`src/rtl/seg7_scan_ctrl.sv`:
```
// Multi-digit 7-segment scan controller with hex/decimal conversion.
// Display content changes only at frame wrap so a frame never tears.
module seg7_scan_ctrl #(
  parameter int NUM_DIGITS  = 8,
  parameter int DATA_W      = 32,
  parameter int REFRESH_DIV = 100000,
  parameter int ACTIVE_LOW  = 1
) (
  input  logic                  clk,
  input  logic                  resetn,
  input  logic [DATA_W-1:0]     number,
  input  logic                  mode,
  input  logic                  blank_lz,
  output logic [7:0]            cathode_array,
  output logic [NUM_DIGITS-1:0] anode_array,
  output logic                  busy,
  output logic                  overflow
);

  localparam int BCD_DIGITS = (DATA_W * 3) / 10 + 2;
  localparam int BCD_W      = 4 * BCD_DIGITS;
  localparam int EXT_W      = 4 * (NUM_DIGITS + BCD_DIGITS);
  localparam int IDX_W      = (NUM_DIGITS > 1) ? $clog2(NUM_DIGITS) : 1;
  localparam int DIV_W      = $clog2(REFRESH_DIV);
  localparam int CNT_W      = $clog2(DATA_W + 1);

  typedef enum logic [1:0] {
    S_IDLE,
    S_CONVERT,
    S_COMMIT
  } state_t;

  typedef logic [NUM_DIGITS-1:0][6:0] codes_t;

  state_t              state_q, state_d;
  logic [DATA_W-1:0]   num_q, num_d;
  logic                mode_q, mode_d;
  logic                blank_q, blank_d;
  logic                captured_q, captured_d;
  logic                busy_q, busy_d;
  logic [DATA_W-1:0]   sh_q, sh_d;
  logic [BCD_W-1:0]    bcd_q, bcd_d;
  logic [CNT_W-1:0]    cnt_q, cnt_d;
  codes_t              pend_q, pend_d;
  logic                pend_valid_q, pend_valid_d;
  logic                pend_ovf_q, pend_ovf_d;
  codes_t              disp_q, disp_d;
  logic                ovf_q, ovf_d;
  logic [IDX_W-1:0]    idx_q, idx_d;
  logic [DIV_W-1:0]    div_q, div_d;
  logic [NUM_DIGITS-1:0] anode_q, anode_d;
  logic [7:0]          cathode_q, cathode_d;

  logic [EXT_W-1:0]    src;
  logic                ovf_c;
  logic                keep;
  logic [3:0]          nib;
  codes_t              code;
  logic [NUM_DIGITS-1:0] on;
  logic                tc;
  logic                wrap;

  function automatic logic [6:0] glyph(input logic [3:0] v);
    logic [6:0] g;
    unique case (v)
      4'h0: g = 7'h3F;
      4'h1: g = 7'h06;
      4'h2: g = 7'h5B;
      4'h3: g = 7'h4F;
      4'h4: g = 7'h66;
      4'h5: g = 7'h6D;
      4'h6: g = 7'h7D;
      4'h7: g = 7'h07;
      4'h8: g = 7'h7F;
      4'h9: g = 7'h6F;
      4'hA: g = 7'h77;
      4'hB: g = 7'h7C;
      4'hC: g = 7'h39;
      4'hD: g = 7'h5E;
      4'hE: g = 7'h79;
      default: g = 7'h71;
    endcase
    return g;
  endfunction

  function automatic logic [BCD_W-1:0] dabble(
    input logic [BCD_W-1:0] b,
    input logic             bit_in
  );
    logic [BCD_W-1:0] t;
    t = b;
    for (int k = 0; k < BCD_DIGITS; k++) begin
      if (t[4*k +: 4] >= 4'd5) t[4*k +: 4] = t[4*k +: 4] + 4'd3;
    end
    return {t[BCD_W-2:0], bit_in};
  endfunction

  // Digit codes from the shadow value; only latched in COMMIT.
  always_comb begin
    src   = mode_q ? EXT_W'(bcd_q) : EXT_W'(num_q);
    ovf_c = |(src >> (4 * NUM_DIGITS));
    keep  = 1'b0;
    nib   = '0;
    code  = '0;
    for (int i = NUM_DIGITS - 1; i >= 0; i--) begin
      nib = src[4*i +: 4];
      if (nib != 4'd0) keep = 1'b1;
      if (ovf_c) code[i] = 7'h40;
      else if (blank_q && !keep && i != 0) code[i] = 7'h00;
      else code[i] = glyph(nib);
    end
  end

  always_comb begin
    state_d      = state_q;
    num_d        = num_q;
    mode_d       = mode_q;
    blank_d      = blank_q;
    captured_d   = captured_q;
    busy_d       = busy_q;
    sh_d         = sh_q;
    bcd_d        = bcd_q;
    cnt_d        = cnt_q;
    pend_d       = pend_q;
    pend_valid_d = pend_valid_q;
    pend_ovf_d   = pend_ovf_q;
    disp_d       = disp_q;
    ovf_d        = ovf_q;

    unique case (state_q)
      S_IDLE: begin
        if (!captured_q || number != num_q ||
            mode != mode_q || blank_lz != blank_q) begin
          num_d      = number;
          mode_d     = mode;
          blank_d    = blank_lz;
          captured_d = 1'b1;
          busy_d     = 1'b1;
          sh_d       = number;
          bcd_d      = '0;
          cnt_d      = '0;
          state_d    = mode ? S_CONVERT : S_COMMIT;
        end
      end
      S_CONVERT: begin
        bcd_d = dabble(bcd_q, sh_q[DATA_W-1]);
        sh_d  = sh_q << 1;
        cnt_d = cnt_q + CNT_W'(1);
        if (cnt_q == CNT_W'(DATA_W - 1)) state_d = S_COMMIT;
      end
      S_COMMIT: begin
        pend_d     = code;
        pend_ovf_d = ovf_c;
        busy_d     = 1'b0;
        state_d    = S_IDLE;
      end
      default: state_d = S_IDLE;
    endcase

    tc    = (div_q == DIV_W'(REFRESH_DIV - 1));
    wrap  = tc && (idx_q == IDX_W'(NUM_DIGITS - 1));
    div_d = tc ? '0 : div_q + DIV_W'(1);
    idx_d = idx_q;
    if (tc) idx_d = wrap ? '0 : idx_q + IDX_W'(1);

    // Wrap consumes the old pending; a same-cycle commit re-arms valid.
    if (wrap && pend_valid_q) begin
      disp_d       = pend_q;
      ovf_d        = pend_ovf_q;
      pend_valid_d = 1'b0;
    end
    if (state_q == S_COMMIT) pend_valid_d = 1'b1;

    on        = '0;
    on[idx_q] = 1'b1;
    anode_d   = (ACTIVE_LOW != 0) ? ~on : on;
    cathode_d = (ACTIVE_LOW != 0) ? ~{1'b0, disp_q[idx_q]}
                                  : {1'b0, disp_q[idx_q]};
  end

  always_ff @(posedge clk) begin
    if (!resetn) begin
      state_q      <= S_IDLE;
      num_q        <= '0;
      mode_q       <= 1'b0;
      blank_q      <= 1'b0;
      captured_q   <= 1'b0;
      busy_q       <= 1'b0;
      sh_q         <= '0;
      bcd_q        <= '0;
      cnt_q        <= '0;
      pend_q       <= '0;
      pend_valid_q <= 1'b0;
      pend_ovf_q   <= 1'b0;
      disp_q       <= '0;
      ovf_q        <= 1'b0;
      idx_q        <= '0;
      div_q        <= '0;
      anode_q      <= (ACTIVE_LOW != 0) ? '1 : '0;
      cathode_q    <= (ACTIVE_LOW != 0) ? 8'hFF : 8'h00;
    end else begin
      state_q      <= state_d;
      num_q        <= num_d;
      mode_q       <= mode_d;
      blank_q      <= blank_d;
      captured_q   <= captured_d;
      busy_q       <= busy_d;
      sh_q         <= sh_d;
      bcd_q        <= bcd_d;
      cnt_q        <= cnt_d;
      pend_q       <= pend_d;
      pend_valid_q <= pend_valid_d;
      pend_ovf_q   <= pend_ovf_d;
      disp_q       <= disp_d;
      ovf_q        <= ovf_d;
      idx_q        <= idx_d;
      div_q        <= div_d;
      anode_q      <= anode_d;
      cathode_q    <= cathode_d;
    end
  end

  assign anode_array   = anode_q;
  assign cathode_array = cathode_q;
  assign busy          = busy_q;
  assign overflow      = ovf_q;

endmodule
```
`config.mk`:
```
export PLATFORM = sky130hd
export DESIGN_NAME = seg7_scan_ctrl
export DESIGN_NICKNAME = d
export VERILOG_FILES = /design/src/rtl/seg7_scan_ctrl.sv
export SDC_FILE = /design/constraint.sdc
export NUM_CORES = 1
export LEC_CHECK = 0
export BUFFER_PORTS_ARGS = -buffer_cell sky130_fd_sc_hd__buf_2
export CORE_MARGIN = 2
export CORE_UTILIZATION = 50
export CTS_CLUSTER_DIAMETER = 100
export CTS_CLUSTER_SIZE = 28
export DETAILED_ROUTE_END_ITERATION = 8
export PLACE_DENSITY_LB_ADDON = 0.15
export SYNTH_ARGS = -nofsm -noshare
export SYNTH_HDL_FRONTEND = slang
export SYNTH_SLANG_ARGS = --single-unit
```
`constraint.sdc`:
```
create_clock -name clk -period 4.7 [get_ports clk]
set_input_delay 0.235 -clock clk [delete_from_list [all_inputs] [get_ports clk]]
set_output_delay 0.235 -clock clk [all_outputs]
set_load 0.1 [all_outputs]
```
==> results of run 1 <==
final timing paths:
kind,end,slack [ns]
worst max-delay path,pend_q[12],1.37
worst min-delay path,num_q[17],0.01
worst max register to register,pend_q[12],1.37
worst min register to register,disp_q[35],0.46
tightest hold or removal path, delay by kind of cell:
family	cells	cell delay [ns]
AND/OR/NAND/NOR	1	0.06
buffers and inverters	1	0.12
AO/OA/AOI/OAI	1	0.05
power by group:
group | switching, mW | total [mW] | internal [mW]
combinational | 0.636 | 0.993 | 0.357
clock | 0.738 | 1.28 | 0.546
sequential | 0.136 | 2.57 | 2.44
layout by cell type, fill, tap and decap left out, drive strengths merged, types with 11 or more instances in the layout:
cell    instances
xnor2          45
a32oi          11
nand3          63
nand2         308
o211ai         13
nand2b         18
nor2          140
nor3b          13
clkbuf         15
inv            54
dfxtp         270
a21oi         161
mux2           13
nand4          14
nor3           29
a22oi          75
a22o           11
mux2i          53
buf            64
xor2           14
o21ai         101
ha             74
a31oi          34
cell families (layout without fill, tap and decap cells):
kind of cell             Yosys count  after routing  synth area share
AND/OR/NAND/NOR                  625            625             0.198
AO/OA/AOI/OAI                    458            458             0.204
flip-flops                       270            270             0.387
buffers and inverters            157            135            0.0478
adder cells (fa/ha/maj)           74             74            0.0664
multiplexers                      72             72            0.0596
XOR/XNOR                          59             59            0.0370
other                              1              1          0.000269
layout make-up:
| class | count | share of cell area |
|---|---|---|
| flip-flops and latches | 270 | 0.367 |
| repair buffers | 65 | 0.0245 |
| clock buffers | 15 | 0.0240 |
| multi-input cells | 1289 | 0.537 |
| inverters | 53 | 0.0139 |
| well taps | 378 | 0.0321 |
| clock inverters | 2 | 0.00119 |
per-layer routing:
metal / share of wire / vias to the layer above / wire length (µm)
li1: - / 5965 / -
met1: 0.51 / 5493 / 16800
met2: 0.44 / 225 / 14700
met3: 0.038 / 23 / 1270
met4: 0.014 / 0 / 461
met5: 0 / - / 0
flip-flops by register name, summed over array words and instances (netlist names):
name	flops
cathode_array	7
sh_q	32
captured_q	1
mode_q	1
idx_q	3
disp_q	56
pend_q	56
anode_array	8
pend_valid_q	1
pend_ovf_q	1
div_q	17
bcd_q	44
busy	1
blank_q	1
state_q	2
overflow	1
num_q	32
cnt_q	6
==> results.json, run 1 <==
{
  "numCtsBuffers": 13,
  "period_share": 0.709,
  "worstPathRequired_ns": 5.09,
  "dieArea_mm2": 0.0293,
  "netlist_area_mm2": 0.0139,
  "yosysTopAreaCellShare": 0.387,
  "core_mm2": 0.0276,
  "multi_input_area_mm2": 0.00790,
  "drc": 0,
  "fin_worst_skew_ns": 0.0202,
  "crit_start": "mode_q",
  "start_util": 0.505,
  "dp.cells": 2054,
  "grt.busiest_layer": "met2",
  "clockBufferDepth": 3,
  "hold_viol_final": 0,
  "syn-num-nets": 1826,
  "ff2ff_path_depth": 8,
  "fin_total_pwr_mw": 4.85,
  "synth_cell_types": 75,
  "nFillCells": 2692,
  "pwr_density_cell_mw_per_mm2": 330,
  "path_class": "flop to flop",
  "whs_ns": 0.0144,
  "syn_inst": 1716,
  "post-route-min-period_ns": 3.33,
  "min_from": "number[17]",
  "clkTransAtPathRegs_ns": 0.11,
  "syn_avg_cell_area_um2": 8.13,
  "fp.dieW_um": 171,
  "vias_per_cell": 5.65,
  "post_drt_wl_per_cell_um": 16.0,
  "clk_latency_ns": 0.50,
  "cp_max_fo": 38,
  "worst-path-stages": 8,
  "grt_use_met1": 0.335,
  "place_area_mm2": 0.0143,
  "design_area_mm2": 0.0147,
  "hp-class": "input port to flop",
  "cts_setup_buffers": 0,
  "grtUsageMet3": 0.0204,
  "r2r-start": "mode_q",
  "use_met2": 0.362,
  "timing.max_cap.violations": 0,
  "netlist_top_cells_count": "nand2_1, dfxtp_1, a21oi_1",
  "grt_pass1_wl_mm": 54.7,
  "antenna_found_initial": 0,
  "setup_viol": 0,
  "cp_cell_sequence": "buf_4 -> mux2i_1 -> ha_1 -> o21ai_0 -> nor4_4 -> o2111a_2 -> nand3b_2 -> a22o_1",
  "num-nets-final": 1802,
  "io-pin-count": 54,
  "synth_edf_count": 0,
  "cts.sinks": 270,
  "first_global_vias": 10400,
  "grt_max_degree": 109,
  "ir_drop_mv": 0.182,
  "yosysTopAreaCell": "dfxtp_1",
  "final_max_slew_viol_count": 0,
  "start_kind": "flop",
  "antenna_left": 0,
  "htreeDepth": 1,
  "cp_data_arrival_time_ns": 3.72,
  "area_delta_synth_final_pct": 5.50,
  "via_count": 11700,
  "utilization": 0.533,
  "slowest_stage": "dfxtp_2",
  "rsz0062_at_grt": "false",
  "globalRouteOverflowTotal": 0,
  "place_congestion": 0.862,
  "critical_path.endpoint_type": "flop",
  "timing.final.ws_setup_ns": 1.37,
  "firstDrtPassIters": 5,
  "grt_usage": 0.226,
  "antenna_cells": 0,
  "status": "complete, no violations",
  "cts_root_buffer": "clkbuf_16",
  "fp.dieH_um": 171,
  "drive_gt1_frac": 0.0773,
  "p_leak_nw": 5.21,
  "dp_hpwl_mm": 22.8,
  "ys_warn_count": 0,
  "timing.fmax_ghz": 0.300,
  "num_rows": 61,
  "port_buffers": 52,
  "cpPeakStageDelay_ns": 0.72,
  "yosysMostFrequentCell": "nand2_1",
  "yosys_register_bits": 270,
  "tns_ns": 0,
  "cp_num_buf_inv": 1,
  "fin_cells": 2072,
  "holdPathStages": 3,
  "synthArstFlopShare": 0,
  "crit_family": "flip-flops",
  "worst_pin_slew_ns": 1.11,
  "synth_ff_type": "dfxtp_1",
  "slew_headroom": 0.260,
  "place_ws_ns": 1.39,
  "totalWireLength_mm": 33.2,
  "cts_resized": 0,
  "drt_iter0_markers": 957,
  "ys_seq_area_frac": 0.387,
  "ys_top_cells_by_area": "dfxtp_1, nand2_1, ha_1",
  "regArea_mm2": 0.00541,
  "cts_hold_buf": 1,
  "cts_tree": "built"
}
Power figures use the tool's default switching activity.
==> run 2, diff against run 1 <==
==> constraint.sdc (replaced) <==
create_clock -name clk -period 3 [get_ports clk]
set_input_delay 0.15 -clock clk [delete_from_list [all_inputs] [get_ports clk]]
set_output_delay 0.15 -clock clk [all_outputs]
set_load 0.1 [all_outputs]
==> run 2 against run 1 <==
  * Fmax grew 27%
  * Die area is the same
  * Worst hold slack gained 0.094 ns
  * Power grew 64%
  * Design area grew 4.6%
  * Non-clock buffer count grew 60
  * Combinational power grew 66%
  * Global-route usage grew 0.058 points
  * Register-to-register slack lost 0.99 ns
==> results.json, run 2 (same netlist as run 1, synthesis figures left out) <==
{
  "area_delta_synth_final_pct": 10.4,
  "cpPeakStageDelay_ns": 0.54,
  "largestRegisters": "disp_q x56, pend_q x56, bcd_q x44",
  "cp_max_fo": 10,
  "clkTransAtPathRegs_ns": 0.11,
  "crit_family": "simple AND/OR/NAND/NOR gates",
  "place_ws_ns": 0.358,
  "antenna_found_initial": 0,
  "clk_latency_ns": 0.50,
  "cp_data_arrival_time_ns": 3.02,
  "place_area_mm2": 0.0146,
  "utilization": 0.557,
  "num_rows": 61,
  "cp_cell_sequence": "mux2i_2 -> ha_1 -> nand4_1 -> nor4_4 -> o2111a_2 -> nand3b_2 -> a22o_1",
  "firstDrtPassIters": 5,
  "globalRouteOverflowTotal": 0,
  "ir_drop_mv": 0.401,
  "grt_pass1_wl_mm": 54.9,
  "cts.sinks": 270,
  "via_count": 12000,
  "cts_root_buffer": "clkbuf_16",
  "layout_common_cells": "nand2_1, dfxtp_1, a21oi_1, nor2_1, o21ai_0",
  "worstPathRequired_ns": 3.39,
  "hold_viol_final": 0,
  "cts_hold_buf": 34,
  "whs_ns": 0.108,
  "dieArea_mm2": 0.0293,
  "p_sw_mw": 2.45,
  "numCtsBuffers": 14,
  "design_area_mm2": 0.0154,
  "power_frac_seq": 0.506,
  "vias_per_cell": 5.62,
  "grt_usage": 0.227,
  "first_global_vias": 10800,
  "fin_worst_skew_ns": 0.0176,
  "post-route-min-period_ns": 2.63,
  "num-nets-final": 1863,
  "status": "complete, no violations",
  "power_frac_comb": 0.207,
  "cp_num_buf_inv": 0,
  "path_class": "flop to flop",
  "p_sw_frac": 0.308,
  "grt_max_degree": 83,
  "drc": 0,
  "period_share": 0.876,
  "dp.cells": 2081,
  "worst_pin_slew_ns": 0.679,
  "fp.dieW_um": 171,
  "start_kind": "flop",
  "drt_iter0_markers": 907,
  "place_congestion": 0.859,
  "post_drt_wl_per_cell_um": 15.6,
  "timing.max_cap.violations": 0,
  "slew_headroom": 0.535,
  "timing.final.ws_setup_ns": 0.373,
  "timing.fmax_ghz": 0.381,
  "critical_path.endpoint_type": "flop",
  "p_int_mw": 5.50,
  "dp_hpwl_mm": 23.5,
  "start_util": 0.505,
  "antenna_left": 0,
  "final_common_cell": "nand2_1",
  "pwr_density_cell_mw_per_mm2": 516,
  "drive_gt1_frac": 0.0927,
  "fp.dieH_um": 171,
  "slowest_stage": "dfxtp_2",
  "p_leak_nw": 5.54,
  "fin_cells": 2136,
  "final_max_slew_viol_count": 0,
  "totalWireLength_mm": 33.3,
  "cts_tree": "built",
  "port_buffers": 52,
  "cts_setup_buffers": 0,
  "core_mm2": 0.0276,
  "antenna_cells": 0,
  "hp-class": "input port to flop",
  "io-pin-count": 54,
  "tns_ns": 0,
  "htreeDepth": 1,
  "clockBufferDepth": 3,
  "rsz0062_at_grt": "false",
  "cts_resized": 0,
  "setup_viol": 0,
  "fin_total_pwr_mw": 7.95,
  "clock_power_share": 0.286
}
run 2: cell count changes in the layout (fill, tap and decap cells not counted), sizes merged:
cell         delta
bufinv          +1
clkinvlp        +1
dlygate4sd3    +33
buf            +27
clkbuf          +1
clkinv          +1
run 2: worst paths after layout:
check,cells past startpoint,slack (ns),startpoint,to
max,7,0.37,mode_q,pend_q[12]
min reg2reg,2,0.46,disp_q[51],disp_q[51]
min,3,0.11,resetn,cathode_array[2]
max reg2reg,7,0.37,mode_q,pend_q[12]
run 2: worst min-delay path: cells and delay by family:
| family | cells | cell delay (ns) |
|---|---|---|
| simple gates | 1 | 0.06 |
| buf+inv | 2 | 0.35 |
run 2: final cells by class:
class	instances	area, µm²
well taps	378	473
clock inverters	5	73.8
multi-input cells	1289	7910
inverters	53	204
fillers	2629	12200
clock buffers	16	389
repair buffers	125	943
flip-flops and latches	270	5410
run 2: power groups by stage:
stage	combinational [mW]	sequential, mW	clock (mW)
2_1_floorplan	1.21	4.03	0
3_3_place_gp	1.57	4.10	0
4_1_cts	1.64	4.02	2.33
5_1_grt	1.84	4.06	2.46
6_report	1.65	4.02	2.28
3_5_place_dp	1.60	4.10	0
run 2: metal layers:
metal	track usage	up-vias	wire length, µm
met3	0.0204	29	1360
li1	-	6088	-
met1	0.332	5641	16500
met4	0.0464	0	511
met2	0.364	242	14900
met5	0	-	0
==> run 3, diff against run 2 <==
--- a/config.mk
+++ b/config.mk
@@ -6,6 +6,7 @@
 export NUM_CORES = 1
 export LEC_CHECK = 0
 export BUFFER_PORTS_ARGS = -buffer_cell sky130_fd_sc_hd__buf_2
+export CORE_ASPECT_RATIO = 1.1
 export CORE_MARGIN = 2
 export CORE_UTILIZATION = 50
 export CTS_CLUSTER_DIAMETER = 100
==> run 3 against run 2 <==
  * Global-route usage fell by 0.083 points
  * Fmax fell by 4.4%
  * Cell count fell by 0.61%
  * Largest cell class unchanged
  * Via count fell by 1.4%
  * Sequential power barely moved
  * Utilization fell by 0.24 points
  * Combinational power barely moved
  * Sequential share of layout area rose by 0.15 points
  * Routed wire length rose by 0.16%
==> results.json, run 3 (same netlist as run 1, synthesis figures left out) <==
{
  "clkTransAtPathRegs_ns": 0.12,
  "r2r-end": "pend_q[0]",
  "final_max_slew_viol_count": 0,
  "rrSetupSlack_ns": 0.25,
  "drt_iter0_markers": 660,
  "ir_drop_mv": 0.312,
  "cp_data_arrival_time_ns": 3.13,
  "timing.max_cap.violations": 0,
  "power_frac_comb": 0.214,
  "clk_latency_ns": 0.50,
  "setup_viol": 0,
  "fp.dieH_um": 179,
  "utilization": 0.555,
  "first_global_vias": 10700,
  "start_util": 0.505,
  "tns_ns": 0,
  "via_count": 11800,
  "hp-class": "input port to flop",
  "critical_path.endpoint_type": "flop",
  "num_rows": 64,
  "htreeDepth": 1,
  "numCtsBuffers": 13,
  "globalRouteOverflowTotal": 0,
  "start_kind": "flop",
  "area_delta_synth_final_pct": 9.88,
  "layout_common_cells": "nand2_1, dfxtp_1, a21oi_1, nor2_1, o21ai_0",
  "path_class": "flop to flop",
  "cp_max_fo": 18,
  "slew_headroom": 0.528,
  "totalWireLength_mm": 33.4,
  "final_common_cell": "nand2_1",
  "worst_pin_slew_ns": 0.708,
  "antenna_left": 0,
  "p_sw_mw": 2.37,
  "cts.sinks": 270,
  "ff2ff_path_depth": 8,
  "clock_power_share": 0.265,
  "pwr_density_cell_mw_per_mm2": 504,
  "nFillCells": 2580,
  "cts_setup_buffers": 0,
  "post_drt_wl_per_cell_um": 15.7,
  "min_to": "cathode_array[5]",
  "p_int_mw": 5.35,
  "io-pin-count": 54,
  "fin_worst_skew_ns": 0.0208,
  "firstDrtPassIters": 6,
  "timing.fmax_ghz": 0.364,
  "cpPeakStageDelay_ns": 0.61,
  "period_share": 0.916,
  "largestRegisters": "disp_q x56, pend_q x56, bcd_q x44",
  "p_leak_nw": 5.52,
  "post-route-min-period_ns": 2.75,
  "grt_max_degree": 91,
  "dieArea_mm2": 0.0293,
  "worstPathRequired_ns": 3.39,
  "vias_per_cell": 5.57,
  "dp_hpwl_mm": 23.5,
  "min_from": "resetn",
  "fp.dieW_um": 163,
  "clockBufferDepth": 3,
  "p_sw_frac": 0.307,
  "num-nets-final": 1869,
  "rsz0062_at_grt": "false",
  "cp_cell_sequence": "buf_4 -> buf_4 -> buf_4 -> mux2_2 -> and2_1 -> or3b_1 -> a32oi_1 -> nor2_1",
  "antenna_cells": 0,
  "cts_tree": "built",
  "drc": 0,
  "cts_root_buffer": "clkbuf_16",
  "status": "complete, no violations",
  "r2r-start": "mode_q",
  "antenna_found_initial": 0,
  "crit_top_cell": "buf_4",
  "hold_viol_final": 0,
  "grt_usage": 0.226,
  "slowest_stage": "dfxtp_2",
  "holdPathStages": 3,
  "drive_gt1_frac": 0.0943,
  "core_mm2": 0.0276,
  "port_buffers": 52,
  "power_frac_seq": 0.521,
  "grt_pass1_wl_mm": 54.6,
  "fin_total_pwr_mw": 7.73,
  "place_congestion": 0.872
}
-- run 3: changes by cell type in the layout (fill, tap and decap cells not counted), sizes merged --
cell    previous run  this run
clkbuf            16        14
clkinv             2         0
buf               91        98
inv               54        53
-- run 3: repair_timing --
action                                  CTS  global route
hold endpoints to repair                 66             0
endpoints found under the setup margin    0             1
gates resized for setup                   0             2
hold buffers                             34             0
-- run 3: worst max-delay path, delay by kind of cell (launching register included) --
| kind | cells | cell delay [ns] |
|---|---|---|
| and+or+nand+nor | 3 | 0.63 |
| muxes | 1 | 0.41 |
| buffers and inverters | 3 | 0.80 |
| AOI/OAI and AO/OA | 1 | 0.18 |
| DFF | 1 | 0.61 |
-- run 3: cell type report --
| class | count | area (µm²) | share of cell area |
|---|---|---|---|
| Timing Repair Buffer | 132 | 983 | 0.0642 |
| Clock inverter | 2 | 37.5 | 0.00245 |
| Clock buffer | 14 | 329 | 0.0215 |
| Multi-Input combinational cell | 1289 | 7910 | 0.516 |
| Sequential cell | 270 | 5410 | 0.353 |
| Inverter | 53 | 204 | 0.0133 |
| Tap cell | 363 | 454 | 0.0296 |
-- run 3: stage by stage --
stage	std cells	hold WS, ns	setup slack, ns	instance area, µm²
after floorplan	1716	0.286	0.0137	14000
after global placement	2073	0.431	0.297	14600
after detailed placement	2073	0.433	0.249	14600
after CTS	2123	0.0892	0.218	15300
final	2123	0.101	0.252	15300
after global routing	2123	0.0944	0.0362	15300
-- run 3: worst max path at each step --
stage                start         end  slack, ns  depth (start not counted)
finish              mode_q   pend_q[0]       0.25                          8
global route        mode_q   pend_q[5]       0.04                         10
CTS                 mode_q  pend_q[20]       0.22                          9
detailed placement  mode_q   pend_q[4]       0.25                          8
global placement    mode_q   pend_q[0]       0.30                          8
floorplan           mode_q  pend_q[12]       0.01                         12
-- run 3: layer usage --
metal | track usage | vias up | share of wire
li1 | - | 6091 | -
met1 | 0.315 | 5491 | 0.49
met4 | 0.0667 | 0 | 0.025
met2 | 0.372 | 207 | 0.46
met3 | 0.0201 | 44 | 0.031
met5 | 0 | - | 0
-- run 3: power groups by stage --
stage	Sequential, mW	Clock (mW)	Combinational (mW)
finish	4.03	2.04	1.66
global route	4.05	2.21	1.85
CTS	4.02	2.12	1.65
detailed placement	4.10	0	1.61
global placement	4.10	0	1.59
floorplan	4.03	0	1.21
